[src/rtl/multi_channel_watchdog.sv]
// Multi-channel watchdog: per-channel timeout, early warning and windowed kick
// supervision, with a global trip OR used as the RF kill line.
module multi_channel_watchdog #(
  parameter int          NUM_CH     = 4,
  parameter int          CNT_W      = 32,
  parameter int unsigned TIMEOUT    = 100_000_000,
  parameter int unsigned WARN_AT    = 75_000_000,
  parameter int unsigned WINDOW_MIN = 0
) (
  input  logic              clk,
  input  logic              rst,
  input  logic [NUM_CH-1:0] enable,
  input  logic [NUM_CH-1:0] heartbeat,
  input  logic              force_trigger,
  input  logic              clear,
  output logic [NUM_CH-1:0] warning,
  output logic [NUM_CH-1:0] triggered,
  output logic [NUM_CH-1:0] early_kick,
  output logic              any_triggered,
  output logic [7:0]        trip_count
);

  typedef enum logic [1:0] {IDLE, COUNT, WARN, TRIPPED} state_t;

  localparam logic [CNT_W-1:0] TIMEOUT_M1 = CNT_W'(TIMEOUT - 1);
  localparam logic [CNT_W-1:0] WARN_V     = CNT_W'(WARN_AT);
  localparam logic [CNT_W-1:0] WMIN_V     = CNT_W'(WINDOW_MIN);

  state_t           state_q [NUM_CH];
  state_t           state_d [NUM_CH];
  logic [CNT_W-1:0] cnt_q   [NUM_CH];
  logic [CNT_W-1:0] cnt_d   [NUM_CH];
  logic [NUM_CH-1:0] early_q, early_d, hb_q, kick, new_trip, too_early;

  // With WINDOW_MIN == 0 no kick can ever be early, so skip the compare entirely.
  generate
    if (WINDOW_MIN == 0) begin : g_no_window
      assign too_early = '0;
    end else begin : g_window
      for (genvar g = 0; g < NUM_CH; g++) begin : g_ch
        assign too_early[g] = (cnt_q[g] < WMIN_V);
      end
    end
  endgenerate

  always_comb begin
    kick     = heartbeat & ~hb_q;
    new_trip = '0;
    early_d  = early_q;
    for (int i = 0; i < NUM_CH; i++) begin
      state_d[i] = state_q[i];
      cnt_d[i]   = cnt_q[i];
      if (force_trigger) begin
        if (state_q[i] != TRIPPED) begin
          state_d[i]  = TRIPPED;
          new_trip[i] = 1'b1;
        end
      end else if (clear) begin
        state_d[i] = enable[i] ? COUNT : IDLE;
        cnt_d[i]   = '0;
        early_d[i] = 1'b0;
      end else if (state_q[i] != TRIPPED) begin
        // IDLE shares the COUNT rules: its counter is 0, so an edge with enable
        // high either kicks at counter 0 or counts to 1.
        if (!enable[i]) begin
          state_d[i] = IDLE;
          cnt_d[i]   = '0;
        end else if (kick[i] && !too_early[i]) begin
          state_d[i] = COUNT;
          cnt_d[i]   = '0;
        end else if (kick[i]) begin
          state_d[i]  = TRIPPED;
          early_d[i]  = 1'b1;
          new_trip[i] = 1'b1;
        end else if (cnt_q[i] == TIMEOUT_M1) begin
          state_d[i]  = TRIPPED;
          new_trip[i] = 1'b1;
        end else begin
          cnt_d[i] = cnt_q[i] + CNT_W'(1);
          if (cnt_d[i] == WARN_V) begin
            state_d[i] = WARN;
          end else if (state_q[i] == IDLE) begin
            state_d[i] = COUNT;
          end
        end
      end
    end
  end

  always_comb begin
    warning   = '0;
    triggered = '0;
    for (int i = 0; i < NUM_CH; i++) begin
      warning[i]   = (state_q[i] == WARN);
      triggered[i] = (state_q[i] == TRIPPED);
    end
  end

  assign early_kick    = early_q;
  assign any_triggered = |triggered;

  always_ff @(posedge clk) begin
    if (rst) begin
      for (int i = 0; i < NUM_CH; i++) begin
        state_q[i] <= IDLE;
        cnt_q[i]   <= '0;
      end
      early_q    <= '0;
      hb_q       <= '0;
      trip_count <= '0;
    end else begin
      for (int i = 0; i < NUM_CH; i++) begin
        state_q[i] <= state_d[i];
        cnt_q[i]   <= cnt_d[i];
      end
      early_q <= early_d;
      hb_q    <= heartbeat;
      // Simultaneous trips on one edge count as a single event.
      if (|new_trip && trip_count != 8'hFF) begin
        trip_count <= trip_count + 8'd1;
      end
    end
  end

endmodule

[config.mk]
export PLATFORM = sky130hd
export DESIGN_NAME = multi_channel_watchdog
export DESIGN_NICKNAME = d
export VERILOG_FILES = /design/src/rtl/multi_channel_watchdog.sv
export SDC_FILE = /design/constraint.sdc
export NUM_CORES = 1
export LEC_CHECK = 0
export ABC_AREA = 0
export BUFFER_PORTS_ARGS = -buffer_cell sky130_fd_sc_hd__buf_4
export CAP_MARGIN = 10
export CORE_MARGIN = 10
export CORE_UTILIZATION = 36
export DETAILED_ROUTE_END_ITERATION = 10
export REMOVE_ABC_BUFFERS = 1
export SYNTH_ARGS = -nofsm -noshare
export SYNTH_HDL_FRONTEND = slang
export SYNTH_SLANG_ARGS = --single-unit
[constraint.sdc]
create_clock -name clk -period 7 [get_ports clk]
set_input_delay 0.7 -clock clk [delete_from_list [all_inputs] [get_ports clk]]
set_output_delay 0.7 -clock clk [all_outputs]
set_load 0.02 [all_outputs]
; ---- Word-level counts from Yosys, hierarchy flattened
; Memories as Yosys holds them, arrays and structs flattened.
; Index checks and enable logic that the tools add are counted.
[word_totals]
ff_bits = 12
ramBits = 136
out_inout_bits = 21
wordCells = 150
n_memories = 2
[memory_table]
columns = memory, words, word_bits, rd, rd_clocked_by_memory_dff, write_ports, line
row1 = cnt_q, 4, 32, 4, 0, 4, 31  ; logic [CNT_W-1:0] cnt_q [NUM_CH];
row2 = state_q, 4, 2, 4, 0, 4, 29  ; state_t state_q [NUM_CH];
[op_classes]
addsub = 5
n_eq_ne = 21
n_mux = 103
n_bitwise = 10
n_reduce_logical = 7
[op_table]
columns = operator, n
row1 = two-way mux 32 bit, 28
row2 = equality test 32 x 27 -> 1 bit (second input constant), 8
row3 = adder 32 x 1 -> 32 bit (second input constant), 4
row4 = two-way mux 2 bit, 40
row5 = two-way mux 1 bit, 35
row6 = equality test 2 bit (second input constant), 8
row7 = adder 8 x 1 -> 8 bit (second input constant), 1
row8 = zero test 2 bit, 4
row9 = inequality test 2 bit (second input constant), 4
row10 = inequality test 8 bit (second input constant), 1
row11 = bitwise OR 1 bit, 8
row12 = OR reduction 4 bit, 2
row13 = AND 4 bit, 1
row14 = NOT 4 bit, 1
row15 = logical AND 1 bit, 1

; ---- Logic depth before layout (Yosys ltp)
; Gate-level depths: netlist (run 1).
; An unclocked memory read counts as a cell.
[depth]
depth_word = 11
ltp_mapped = 12
depth_no_buf = 9

; ---- Worst setup path after synthesis (run 1)
; Ideal clock, no wire load.
[synth_timing]
kind = reg2reg
start = memory cnt_q[0][0]
end = memory cnt_q[0][25]
setup_time_ns = 0.128
t_arrival_ns = 2.586
setup_slack_ns = 4.286
path_stages_with_launch = 13
synth_period_minus_slack_ns = 2.714
path_cell_list = dfxtp_1 ha_1 nand3_2 or4_1 nor4_2 nand2b_1 buf_2 or2_1 clkbuf_1 buf_2 nor3_1 a21oi_1 nor2_1
[synth_lines]
columns = item, line
row1 = start: declaration, 31

==> reports/results.tsv, run 1 <==
metric	value	unit
crit-path max FO	20	
CTS Buf Count	17	
num rows	61	
Netlist cell types	81	
HPWL after detailed placement	20700	um
Design Area, Final	11300	um2
Fillers	2963	
ys flop type	dfxtp_1	
share of cells above drive strength 1	7.80	%
Slew HR	28.9	%
Worst-Margin Slew	1.06	ns
Gate Count Post-Synth	1451	
Overflow after GRT	0	
setup_tns	0	ns
final period utilization	49.5	%
CTS sink count	148	
Mapped Area	10300	um2
post-CTS setup buffer count	0	
most area-consuming cells after synthesis	dfxtp_1 (29%), a21oi_1 (7.7%), o21ai_0 (6.1%)	
flops & latches, synth	148	
Die W	189	um
Placement Setup Slack	3.51	ns
top cell type's share of synthesized area	28.7	%
Static Leak	3.51	nW
worst endpoint data arrival time	3.75	ns
critical path type	reg -> reg	
Worst-path clk slew	0.06	ns
Final Max Slew Viols	0	
WP depth	9	
Post-CTS Hold Fix Bufs	0	
slowest cell delay on critical path	0.59	ns
GR Util All Layers	16.7	%
NumNets Final	1416	
MaxCap Viol Count	0	
crit path cell chain	ha_1, nand3_2, or4_1, nor4_2, nand2b_1, buf_4, nor2_1, nand4b_1, a21oi_1	
Hold Slack	0.502	ns
Final Setup Violations	0	
mean area per synthesized cell	7.12	um2
initial antenna violation count	1	
cells on worst reg2reg path	9	
hold depth	2	
Starting Density	36.8	%
global-route wire length before repair	50900	um
Final Critical Period	3.46	ns
Initial DRC Count	1050	
share of synthesized registers carrying an async set or reset	0	%
gp weighted congestion	0.910	
largest net degree at the start of global routing	85	
Peak Freq	289	MHz
post-synth top area cell	dfxtp_1	
CP endpoint kind	flip-flop	
status	complete, no violations	
Non-Filler Instances	1790	
Clk Latency, worst-skew pair	0.44	ns
DRC errors left	0	
Via density	6.02	
Crit path max-delay family	simple AND/OR/NAND/NOR gates	
RSZ-0062 raised after global routing	false	
CTS tree	yes	
# resized after CTS	0	
DRT Wirelength	30500	um
maximum clock insertion buffer count	2	
I/O pin count	33	
Setup WS post-layout	3.54	ns
clock root buffer	clkbuf_16	
Setup crit start kind	flip-flop	
Pre-Repair DR Iteration Count	5	
Tot Pwr	2.07	mW
post-route ant nets	0	
dpl cell area	10600	um2
clk_skew	0.0161	ns
placed insts	1757	
Hold Fails Final Rpt	0	
Worst Path Required	7.29	ns
register area share after synthesis	28.7	%
maximum vdd drop	0.000159	V
Die H	189	um
Syn. warnings	0	
die footprint	35900	um2
Util after Layout	40.1	%
CTS H-tree depth	4	
area of the multi-input gates	6740	um2
Post-synth EDFFs	0	
worst path buffer plus inverter count	1	
Core Area	28100	um2
Critical-path top delay cell	or4_1	
vias post-DR	10800	
DR WL/cell	17.1	um
PD cells	184	nW/um2
number of global-route vias before repair	9881	
hold crit path type	reg -> reg	
Layout area overhead	8.96	%
I/O Buffers	28	
Seq. cell area	2960	um2
## layout by cell type, fill, tap and decap left out, types with 5 or more instances in the layout
| cell | count |
|---|---|
| nand2_1 | 96 |
| and4_1 | 8 |
| or4_1 | 29 |
| dfxtp_1 | 148 |
| nand3b_1 | 25 |
| buf_4 | 39 |
| nor4b_1 | 8 |
| o31ai_1 | 7 |
| a221oi_1 | 5 |
| xnor2_1 | 21 |
| nor3b_1 | 8 |
| and3_1 | 28 |
| nor2_1 | 152 |
| clkbuf_16 | 17 |
| nand4b_1 | 14 |
| ha_1 | 6 |
| mux2i_1 | 5 |
| nand2b_1 | 7 |
| a21o_1 | 7 |
| a31oi_1 | 33 |
| nand4_1 | 59 |
| o21ai_0 | 126 |
| o31a_1 | 5 |
| bufinv_16 | 6 |
| nor3_1 | 54 |
| and2_1 | 16 |
| inv_1 | 29 |
| nor2b_1 | 12 |
| or3_1 | 60 |
| xor2_1 | 19 |
| nand3_1 | 75 |
| a21oi_1 | 160 |
| nor4_2 | 6 |
| nor4_1 | 25 |
| o21ai_1 | 5 |
## power by group
group	internal [mW]	switching [mW]
clock	0.687	0.395
combinational	0.0384	0.0914
sequential	0.850	0.00766
total	1.58	0.494
## cell usage after synthesis, types with 6 or more instances
| cell | n |
|---|---|
| a21o_1 | 7 |
| a21oi_1 | 160 |
| a31oi_1 | 33 |
| and2_1 | 16 |
| and3_1 | 28 |
| and4_1 | 8 |
| buf_2 | 18 |
| buf_4 | 7 |
| clkbuf_1 | 79 |
| dfxtp_1 | 148 |
| ha_1 | 6 |
| inv_1 | 29 |
| nand2_1 | 96 |
| nand2b_1 | 7 |
| nand3_1 | 75 |
| nand3b_1 | 25 |
| nand4_1 | 59 |
| nand4b_1 | 14 |
| nor2_1 | 152 |
| nor2b_1 | 12 |
| nor3_1 | 54 |
| nor3b_1 | 8 |
| nor4_1 | 25 |
| nor4_2 | 6 |
| nor4b_1 | 8 |
| o21ai_0 | 126 |
| o21ai_1 | 6 |
| o31ai_1 | 7 |
| or3_1 | 60 |
| or4_1 | 29 |
| xnor2_1 | 21 |
| xor2_1 | 19 |
## tightest hold or removal path, cell delays in order, from the launching register on
cell	delay [ns]
dfxtp_1	0.33
o31ai_1	0.07
a21oi_1	0.06
## state kept, by name, summed over array words and instances (netlist names)
register    flops
hb_q            4
state_q         8
trip_count      8
cnt_q         128
## kinds of logic (layout without fill, tap and decap cells)
group	count (synthesis)	in the layout	share of synthesized area (%)
other	1	5	0.0363
buffers and inverters	144	101	6.29
DFF	148	148	28.7
AOI/OAI and AO/OA	388	388	21.1
muxes	6	6	0.593
xor gates and xnor gates	40	40	3.39
adders and majority gates	6	6	0.726
and+or+nand+nor	718	718	39.2
## cell type report
cell class,instances,share of cell area (%)
Antenna cell,1,0.0222
Clock buffer,19,4.02
Clock inverter,13,2.02
Inverter,30,1.00
Multi-Input combinational cell,1162,59.8
Sequential cell,148,26.3
Tap cell,378,4.20
Timing Repair Buffer,39,2.60
## path summary, 6_finish.rpt
path	start	to	slack, ns
worst max register to register	cnt_q[0][0]$_SDFFE_PP0P_	cnt_q[0][5]$_SDFFE_PP0P_	3.54
worst max-delay path	cnt_q[0][0]$_SDFFE_PP0P_	cnt_q[0][5]$_SDFFE_PP0P_	3.54
worst min register to register	trip_count[7]$_SDFFE_PP0P_	trip_count[7]$_SDFFE_PP0P_	0.50
worst min-delay path	trip_count[7]$_SDFFE_PP0P_	trip_count[7]$_SDFFE_PP0P_	0.50
## metal layers
layer | vias to the layer above | routed length, um | share of wire, % | GRT usage (%)
met4 | 0 | 490 | 1.6 | 5.22
met1 | 5132 | 14500 | 48 | 22.7
met5 | - | 0 | 0 | 0
li1 | 5250 | - | - | -
met2 | 359 | 13800 | 45 | 26.2
met3 | 38 | 1780 | 5.8 | 2.90
No activity file was read; power rests on OpenSTA's default activity.
==> run 2: changes to the inputs <==
- clock period: 7 -> 3.2 ns (I/O delays scaled with it)
==> run 2 against run 1 <==
- clock power is 94% higher
- final cell count rose by 2.2%
- critical path type unchanged
- power rose by 110%
- sequential share of layout area down 0.62 points
- global-route usage grew 0.33 points
- critical path depth unchanged
- combinational power rose by 130%
- sequential cell count unchanged
==> reports/results.tsv, run 2 (synthesized netlist as in run 1, its figures left out) <==
metric	value	unit	change
I/O Buffers	28		unchanged
Design Area, Final	11500	um2	+2.4%
Int Power	3.21	mW	+100%
global-route wire length before repair	51900	um	+1.9%
Combinational Power Share	7.1	%	+0.8 points
critical path type	reg -> reg		
GR Util All Layers	17.0	%	+0.33 points
Pre-Repair DR Iteration Count	6		+1
Clk Latency, worst-skew pair	0.43	ns	about the same
num rows	61		unchanged
Die W	189	um	unchanged
Net Sw Frac	24.7	%	+0.81 points
Fillers	2929		-1.1%
Worst Path Required	3.53	ns	-3.76 ns
Worst-path clk slew	0.07	ns	about the same
Reg-to-Reg Start	cnt_q[0][1]$_SDFFE_PP0P_		
post-route ant nets	0		unchanged
Worst-Margin Slew	1.08	ns	+0.0192 ns
Most flops, register	cnt_q		
I/O pin count	33		unchanged
cells on worst reg2reg path	9		unchanged
CTS sink count	148		unchanged
most common cell after layout, fill and taps aside	a21oi_1		
DRC errors left	0		unchanged
largest net degree at the start of global routing	71		-16%
Final Setup Violations	0		unchanged
setup_tns	0	ns	unchanged
gp weighted congestion	0.911		about the same
share of cells above drive strength 1	10.3	%	+2.5 points
maximum vdd drop	0.000343	V	+120%
Setup WS post-layout	0.201	ns	-3.34 ns
placed insts	1797		+2.3%
Clock power frac	49.0	%	-3.3 points
Min-Delay Endpoint	hb_q[1]$_SDFF_PP0_		
Starting Density	36.8	%	unchanged
Reg2Reg Setup Slack	0.20	ns	-3.34 ns
DRT Wirelength	31200	um	+2.0%
Initial DRC Count	972		-7.4%
die footprint	35900	um2	unchanged
Layout area overhead	11.6	%	
Via density	6.00		-0.28%
crit-path max FO	8		-60%
Core Area	28100	um2	unchanged
Static Leak	3.71	nW	+5.8%
FF-to-FF End	state_q[0][1]$_SDFFE_PP0P_		
clock root buffer	clkbuf_16		
Net Switching	1.05	mW	+110%
MaxCap Viol Count	0		unchanged
RSZ-0062 raised after global routing	false		
worst endpoint data arrival time	3.33	ns	-0.42 ns
hold depth	2		unchanged
# diodes	0		-1
Overflow after GRT	0		unchanged
initial antenna violation count	0		-1
Largest register FFs	128		unchanged
Slew HR	27.9	%	-1.0 points
vias post-DR	11000		+1.9%
Die H	189	um	unchanged
Hold Fails Final Rpt	0		unchanged
maximum clock insertion buffer count	2		unchanged
most frequent cells in the layout	a21oi_1 (160), nor2_1 (152), dfxtp_1 (148)		
dpl cell area	10900	um2	+3.1%
clk_skew	0.0132	ns	-0.00297 ns
CTS tree	yes		
Final Critical Period	3.00	ns	-0.463 ns
Hold Slack	0.123	ns	-0.379 ns
Non-Filler Instances	1830		+2.2%
hold crit path type	in -> reg		
CTS Buf Count	17		unchanged
NumNets Final	1459		+3.0%
Largest regs	cnt_q: 128 flops, state_q: 8 flops, trip_count: 8 flops		
Seq pwr share	44.0	%	+2.6 points
HPWL after detailed placement	21600	um	+4.2%
DR WL/cell	17.0	um	-0.19%
CTS H-tree depth	4		unchanged
Peak Freq	333	MHz	+15%
final period utilization	93.7	%	+44 points
PD cells	370	nW/um2	+100%
Worst Min Path Start	heartbeat[1]		
Placement Setup Slack	0.243	ns	-3.26 ns
number of global-route vias before repair	10000		+1.4%
CP endpoint kind	flip-flop		
Final Max Slew Viols	0		unchanged
Setup crit start kind	flip-flop		
status	complete, no violations		
==> run 2: cell count changes in the layout (fill, tap and decap cells not counted) <==
cell,change
buf_12,+2
buf_4,+41
bufinv_16,-3
clkbuf_1,+2
clkinv_4,+1
clkinvlp_4,-1
diode_2,-1
inv_6,-1
nor4_1,-1
nor4_4,+1
==> run 2: how the worst max path moves through the flow <==
stage | startpoint | end | slack, ns
2_1_floorplan | heartbeat[0] | cnt_q[0][30]$_SDFFE_PP0P_ | -0.19
3_3_place_gp | cnt_q[0][1]$_SDFFE_PP0P_ | state_q[0][1]$_SDFFE_PP0P_ | 0.31
3_5_place_dp | cnt_q[0][1]$_SDFFE_PP0P_ | state_q[0][1]$_SDFFE_PP0P_ | 0.24
4_1_cts | cnt_q[0][1]$_SDFFE_PP0P_ | state_q[0][1]$_SDFFE_PP0P_ | 0.19
5_1_grt | cnt_q[0][1]$_SDFFE_PP0P_ | state_q[0][1]$_SDFFE_PP0P_ | 0.02
6_report | cnt_q[0][1]$_SDFFE_PP0P_ | state_q[0][1]$_SDFFE_PP0P_ | 0.20
==> run 2: critical path: stages (launching register included) <==
cell	delay, ns
dfxtp_1	0.46
ha_1	0.32
and3_1	0.33
nand4_1	0.23
o31ai_1	0.26
nand4_1	0.12
a2111oi_0	0.51
and4_1	0.32
nand3_1	0.09
a221oi_1	0.27
==> run 2: metal layers <==
layer	wire, um	share of wire, %	track usage [%]
met5	0	0	0
met1	14700	47	22.9
met2	14500	46	27.8
met4	482	1.5	4.67
met3	1550	5.0	2.33
==> run 2: repair_timing <==
item,in CTS,in global routing
hold buffers,0,0
endpoints found under the setup margin,0,2
resized for setup,0,2
buffers inserted,0,3
==> run 2: stage by stage <==
stage,power (mW),util [%]
finish,4.26,41.1
CTS,4.30,40.9
floorplan,2.06,-
global route,4.40,41.1
detailed placement,2.22,38.8
global placement,2.21,38.8
==> run 2: area by class of cell <==
cell class	instances	area (um2)	area share [%]
clock buffers	21	460	3.99
multi-input cells	1162	6750	58.6
flip-flops and latches	148	2960	25.7
well taps	378	473	4.10
clock inverters	9	130	1.13
inverters	30	113	0.976
repair buffers	82	641	5.55
==> run 2: power groups by stage <==
stage	Combinational (mW)	Sequential, mW	Clock, mW
2_1_floorplan	0.146	1.92	0
3_3_place_gp	0.299	1.91	0
3_5_place_dp	0.301	1.92	0
4_1_cts	0.302	1.87	2.12
5_1_grt	0.333	1.88	2.19
6_report	0.301	1.87	2.09
